$ cat src/rtl/serial_restoring_divider.sv
`default_nettype none
// ============================================================================
// Module   : serial_restoring_divider
// Purpose  : Multi-cycle unsigned restoring divider. One shift-and-subtract
//            iteration per clock. Each iteration uses a WIDTH+1-bit ripple
//            chain of full-subtractor cells. The final borrow-out decides
//            whether the partial remainder is restored or kept.
// Ports    : clk          - clock, rising edge
//            rst_n        - asynchronous active-low reset
//            start        - operation request, sampled only in IDLE
//            dividend     - unsigned dividend, sampled with start
//            divisor      - unsigned divisor, sampled with start
//            busy         - high whenever the FSM is not in IDLE
//            done         - one-cycle pulse, results valid
//            quotient     - registered quotient
//            remainder    - registered remainder
//            div_by_zero  - registered, set together with done when divisor==0
// Revision : 1.0 - initial release
// ============================================================================
module serial_restoring_divider #(
    parameter int WIDTH = 4
) (
    input  logic             clk,
    input  logic             rst_n,
    input  logic             start,
    input  logic [WIDTH-1:0] dividend,
    input  logic [WIDTH-1:0] divisor,
    output logic             busy,
    output logic             done,
    output logic [WIDTH-1:0] quotient,
    output logic [WIDTH-1:0] remainder,
    output logic             div_by_zero
);

    localparam int                CNT_W  = (WIDTH > 2) ? $clog2(WIDTH) : 1;
    localparam logic [CNT_W-1:0]  C_LAST = CNT_W'(WIDTH - 1);
    localparam logic [CNT_W-1:0]  C_ONE  = CNT_W'(1);

    typedef enum logic [1:0] {
        S_IDLE = 2'd0,
        S_CALC = 2'd1,
        S_DONE = 2'd2
    } state_t;

    state_t           r_state;
    logic [WIDTH:0]   r_rem;      // partial remainder R
    logic [WIDTH-1:0] r_q;        // dividend shifting out / quotient shifting in
    logic [WIDTH-1:0] r_div;      // divisor captured at start
    logic [CNT_W-1:0] r_cnt;
    logic             r_busy;
    logic             r_done;
    logic [WIDTH-1:0] r_quotient;
    logic [WIDTH-1:0] r_remainder;
    logic             r_dbz;

    // ------------------------------------------------------------------
    // Shift-in and borrow-chain subtract: {bout,diff} = Rs - {0,divisor}
    // ------------------------------------------------------------------
    logic [WIDTH:0]   w_rs;
    logic [WIDTH:0]   w_sub;
    logic [WIDTH:0]   w_diff;
    logic [WIDTH+1:0] w_borrow;
    logic             w_bout;
    logic [WIDTH:0]   w_rem_next;
    logic [WIDTH-1:0] w_q_next;

    assign w_rs        = {r_rem[WIDTH-1:0], r_q[WIDTH-1]};
    assign w_sub       = {1'b0, r_div};
    assign w_borrow[0] = 1'b0;

    generate
        for (genvar i = 0; i <= WIDTH; i++) begin : g_fs
            assign w_diff[i]     = w_rs[i] ^ w_sub[i] ^ w_borrow[i];
            assign w_borrow[i+1] = (~w_rs[i] & w_sub[i]) |
                                   (~(w_rs[i] ^ w_sub[i]) & w_borrow[i]);
        end
    endgenerate

    assign w_bout     = w_borrow[WIDTH+1];
    // A borrow means the divisor did not fit: keep the shifted value.
    assign w_rem_next = w_bout ? w_rs : w_diff;
    assign w_q_next   = {r_q[WIDTH-2:0], ~w_bout};

    // After each restore R < divisor, so the top bit of R never feeds the
    // next shift; it exists only so the subtract is WIDTH+1 bits wide.
    logic w_unused_rem_msb;
    assign w_unused_rem_msb = r_rem[WIDTH];

    // ------------------------------------------------------------------
    // Control FSM with registered outputs
    // ------------------------------------------------------------------
    always_ff @(posedge clk or negedge rst_n) begin
        if (!rst_n) begin
            r_state     <= S_IDLE;
            r_rem       <= '0;
            r_q         <= '0;
            r_div       <= '0;
            r_cnt       <= '0;
            r_busy      <= 1'b0;
            r_done      <= 1'b0;
            r_quotient  <= '0;
            r_remainder <= '0;
            r_dbz       <= 1'b0;
        end else begin
            case (r_state)
                S_IDLE: begin
                    if (start) begin
                        r_busy <= 1'b1;
                        if (divisor == '0) begin
                            // Resolved immediately; no iterations needed.
                            r_quotient  <= {WIDTH{1'b1}};
                            r_remainder <= dividend;
                            r_dbz       <= 1'b1;
                            r_done      <= 1'b1;
                            r_state     <= S_DONE;
                        end else begin
                            r_q     <= dividend;
                            r_rem   <= '0;
                            r_div   <= divisor;
                            r_cnt   <= '0;
                            r_state <= S_CALC;
                        end
                    end
                end

                S_CALC: begin
                    r_rem <= w_rem_next;
                    r_q   <= w_q_next;
                    r_cnt <= r_cnt + C_ONE;
                    if (r_cnt == C_LAST) begin
                        r_quotient  <= w_q_next;
                        r_remainder <= w_rem_next[WIDTH-1:0];
                        r_dbz       <= 1'b0;
                        r_done      <= 1'b1;
                        r_state     <= S_DONE;
                    end
                end

                S_DONE: begin
                    r_done  <= 1'b0;
                    r_busy  <= 1'b0;
                    r_state <= S_IDLE;
                end

                default: begin
                    r_done  <= 1'b0;
                    r_busy  <= 1'b0;
                    r_state <= S_IDLE;
                end
            endcase
        end
    end

    assign busy        = r_busy;
    assign done        = r_done;
    assign quotient    = r_quotient;
    assign remainder   = r_remainder;
    assign div_by_zero = r_dbz;

endmodule
`default_nettype wire

$ cat config.mk
export PLATFORM = sky130hd
export DESIGN_NAME = serial_restoring_divider
export DESIGN_NICKNAME = d
export VERILOG_FILES = /design/src/rtl/serial_restoring_divider.sv
export SDC_FILE = /design/constraint.sdc
export NUM_CORES = 1
export LEC_CHECK = 0
export CAP_MARGIN = 10
export CORE_MARGIN = 3
export CORE_UTILIZATION = 56
export DETAILED_ROUTE_END_ITERATION = 8
export PLACE_DENSITY_LB_ADDON = 0.12
export RECOVER_POWER = 100
export SLEW_MARGIN = 25
export SYNTH_ARGS = -nofsm -noshare
export SYNTH_HDL_FRONTEND = slang
export SYNTH_SLANG_ARGS = --single-unit
$ cat constraint.sdc
create_clock -name clk -period 7.3 [get_ports clk]
set_input_delay 2.19 -clock clk [delete_from_list [all_inputs] [get_ports clk]]
set_output_delay 2.19 -clock clk [all_outputs]
set_load 0.02 [all_outputs]
==> run_results.csv <==
group,metric,value,unit
cts,cts_tree,"built",
flow_run,drv_cap,0,
synth,synth_edf_count,0,
floorplan,io_pins,22,
final_layout,fin_util,0.704,
timing,final-hold-violation-count,0,
worst_hold_path,worstHoldStart,"quotient[2]",
detailed_routing,firstDrtPassIters,4,
cts,cts_setup_buffers,0,
timing,slew_viol_final,0,
global_route,grt_usage,0.212,
detailed_routing,ant_nets,0,
cts,cts.sinks,27,
timing,worstMarginPinSlew,1.44,ns
power_and_ir_drop,total_power,735,µW
detailed_routing,drt-initial-drc-count,41,
power_and_ir_drop,internal_power,418,µW
power_and_ir_drop,seqPwrFrac,0.387,
detailed_routing,finalWirelength,2.94,mm
setup_path,ff2ff_path_depth,8,
final_layout,antenna_cells,0,
worst_hold_path,min_to,"quotient[2]",
floorplan,core.rowCount,17,
power_and_ir_drop,combPwrFrac,0.525,
synth,synth_cell_types,31,
power_and_ir_drop,vdd.ir_drop.worst,0.280,mV
synth,ys_seq_elements,27,
place,port_buffers,21,
floorplan,initial_core_util,0.604,
setup_path,rrSetupSlack,4.61,ns
detailed_routing,post-route-drc-count,0,
setup_path,critPathLaunchType,"input port",
cts,cts_resized,0,
floorplan,chipWidth,55.3,µm
synth,yosysTopAreaCellShare,0.496,
synth,synth_commonest_cells,"dfrtp_1, nor2_1, inv_1",
synth,synth_area_leaders,"dfrtp_1, fa_1, mux2_2",
cts,cts_hold_buf,0,
setup_path,cpPeakStageDelay,1.02,ns
power_and_ir_drop,p_leak,0.643,nW
cts,numCtsBuffers,3,
synth,synthArstFlopShare,1.00,
final_layout,multi_input_area,603,µm²
setup_path,crit_required,7.56,ns
worst_hold_path,hp-class,"reg2reg",
cts,clock_latency,0.32,ns
power_and_ir_drop,p_sw_frac,0.432,
global_route,antenna_found_initial,0,
cts,cts.clk_slew.worst_paths,0.14,ns
setup_path,r2r_start,"r_q[3]",
floorplan,core,0.00225,mm²
power_and_ir_drop,power_density,463,mW/mm²
setup_path,path_max_fanout,10,
detailed_routing,wl_per_cell,17.0,µm
place,gp_congestion,0.849,
synth,yosysMostFrequentCell,"dfrtp_1",
final_layout,finalInstanceArea,0.00159,mm²
timing,relSlewSlack,0.0381,
synth,synthesis.area,0.00136,mm²
place,placed_area,0.00159,mm²
cts,clockBufferDepth,2,
synth,syn_inst,124,
cts,htreeDepth,1,
synth,synthFlopType,"dfrtp_1",
global_route,grt_pass1_wl,5.13,mm
cts,root_buffer,"clkbuf_4",
setup_path,critPathSlowestCell,"a211oi_1",
final_layout,fillers,191,
setup_path,path_cells,"dlygate4sd3_1, or4_1, a211oi_1, mux2i_1",
detailed_routing,via_per_inst,6.20,
timing,rsz0062_at_grt,"false",
synth,synth.avg_cell_area,11.0,µm²
synth,syn_nets,140,
timing,fin_tns_setup,0,ns
power_and_ir_drop,p_clk_frac,0.088,
worst_hold_path,hold_depth,1,
global_route,grt_max_degree,28,
setup_path,r2r-end,"remainder[0]",
synth,ys_seq_area_frac,0.496,
setup_path,end_kind,"register",
final_layout,regArea,676,µm²
final_layout,fin_nets,162,
global_route,gr-total-overflow,0,
setup_path,crit_type,"in2reg",
floorplan,die_area,0.00306,mm²
power_and_ir_drop,p_switching,318,µW
synth,ys_warn_count,0,
timing,fin_crit,4.49,ns
global_route,grt_pass1_vias,1092,
synth,yosysTopAreaCell,"dfrtp_1",
timing,setup_viol,0,
setup_path,critPathArrivalTime,4.75,ns
floorplan,dieHeight,55.3,µm
detailed_routing,vias,1072,
timing,fmax,223,MHz
final_layout,drive_above_1_share,0.0690,
timing,final.period_utilization,0.615,
timing,clock_skew,0.00122,ns
place,dpl.hpwl,2.28,mm
outcome,outcome,"finished clean",
timing,holdWs,0.525,ns
final_layout,areaGrowthSynthToFinish,16.6,%
==> per-layer routing <==
metal,GRT usage,up-vias,share of wire
li1,-,503,-
met1,0.302,524,0.44
met2,0.326,40,0.49
met3,0.0234,5,0.052
met4,0.0938,0,0.016
met5,0,-,0
==> sequential cells by signal, indices dropped and copies added (netlist names) <==
signal and count:
quotient 4, r_div 4, r_q 4, r_rem 4, remainder 4, r_cnt 2
r_state 2, busy 1, div_by_zero 1, done 1
==> cell usage in the layout (no fill, tap or decap) <==
cell type         n
a21oi_1           6
a31oi_1           4
o211ai_1          2
o21ai_0           8
a211o_1           4
or4_1             1
nand2b_1          3
a2111oi_0         4
clkbuf_1          2
a22oi_1           1
inv_1             9
nor3_1            1
mux2i_1           2
fa_1              3
dlygate4sd3_1    14
o22a_2            3
and3b_1           1
nor2_1           10
o31ai_1           2
a221oi_1          1
clkbuf_4          3
nor2b_1           6
nand2_1           5
nor3b_1           3
o22ai_1           1
dfrtp_1          27
mux2_2            4
a211oi_1          1
a2bb2oi_1         3
clkdlybuf4s50_1   7
o2bb2ai_1         1
ha_1              2
nor4_1            1
==> stage by stage <==
| stage | std cells | setup WS [ns] |
|---|---|---|
| 6_report | 173 | 2.81 |
| 5_1_grt | 173 | 2.66 |
| 4_1_cts | 173 | 3.53 |
| 3_5_place_dp | 169 | 3.17 |
| 3_3_place_gp | 169 | 3.20 |
| 2_1_floorplan | 124 | 3.79 |
==> power groups by stage <==
stage          combinational (mW)  sequential [mW]  clock (mW)
2_1_floorplan               0.254            0.298           0
3_3_place_gp                0.388            0.285           0
3_5_place_dp                0.400            0.290           0
4_1_cts                     0.402            0.287      0.0652
5_1_grt                     0.429            0.297      0.0720
6_report                    0.386            0.285      0.0646
==> worst max path at each step <==
stage,startpoint,to,cells past startpoint
floorplan,divisor[1],quotient[0],4
global placement,divisor[1],quotient[0],4
detailed placement,divisor[1],quotient[0],4
CTS,divisor[1],quotient[0],4
global route,divisor[1],quotient[0],4
finish,divisor[1],quotient[0],4
==> worst max-delay path, delay by kind of cell <==
family / cells / cell delay [ns]
AO/OA/AOI/OAI: 1 / 1.02
buffers and inverters: 1 / 0.56
multiplexers: 1 / 0.27
AND/OR/NAND/NOR: 1 / 0.70
==> area by class of cell <==
class | instances | share of cell area
clock buffer | 4 | 0.0165
inverter | 9 | 0.0213
multi-input combinational | 83 | 0.380
tap | 28 | 0.0221
timing repair buffer | 22 | 0.135
sequential | 27 | 0.426
==> logic make-up after synthesis <==
| group | share of synthesized area |
|---|---|
| mux | 0.0478 |
| fa+ha+maj | 0.0625 |
| simple gates | 0.127 |
| compound gates | 0.222 |
| buf+inv | 0.0441 |
| flops | 0.496 |
No activity file was read; power rests on OpenSTA's default activity.
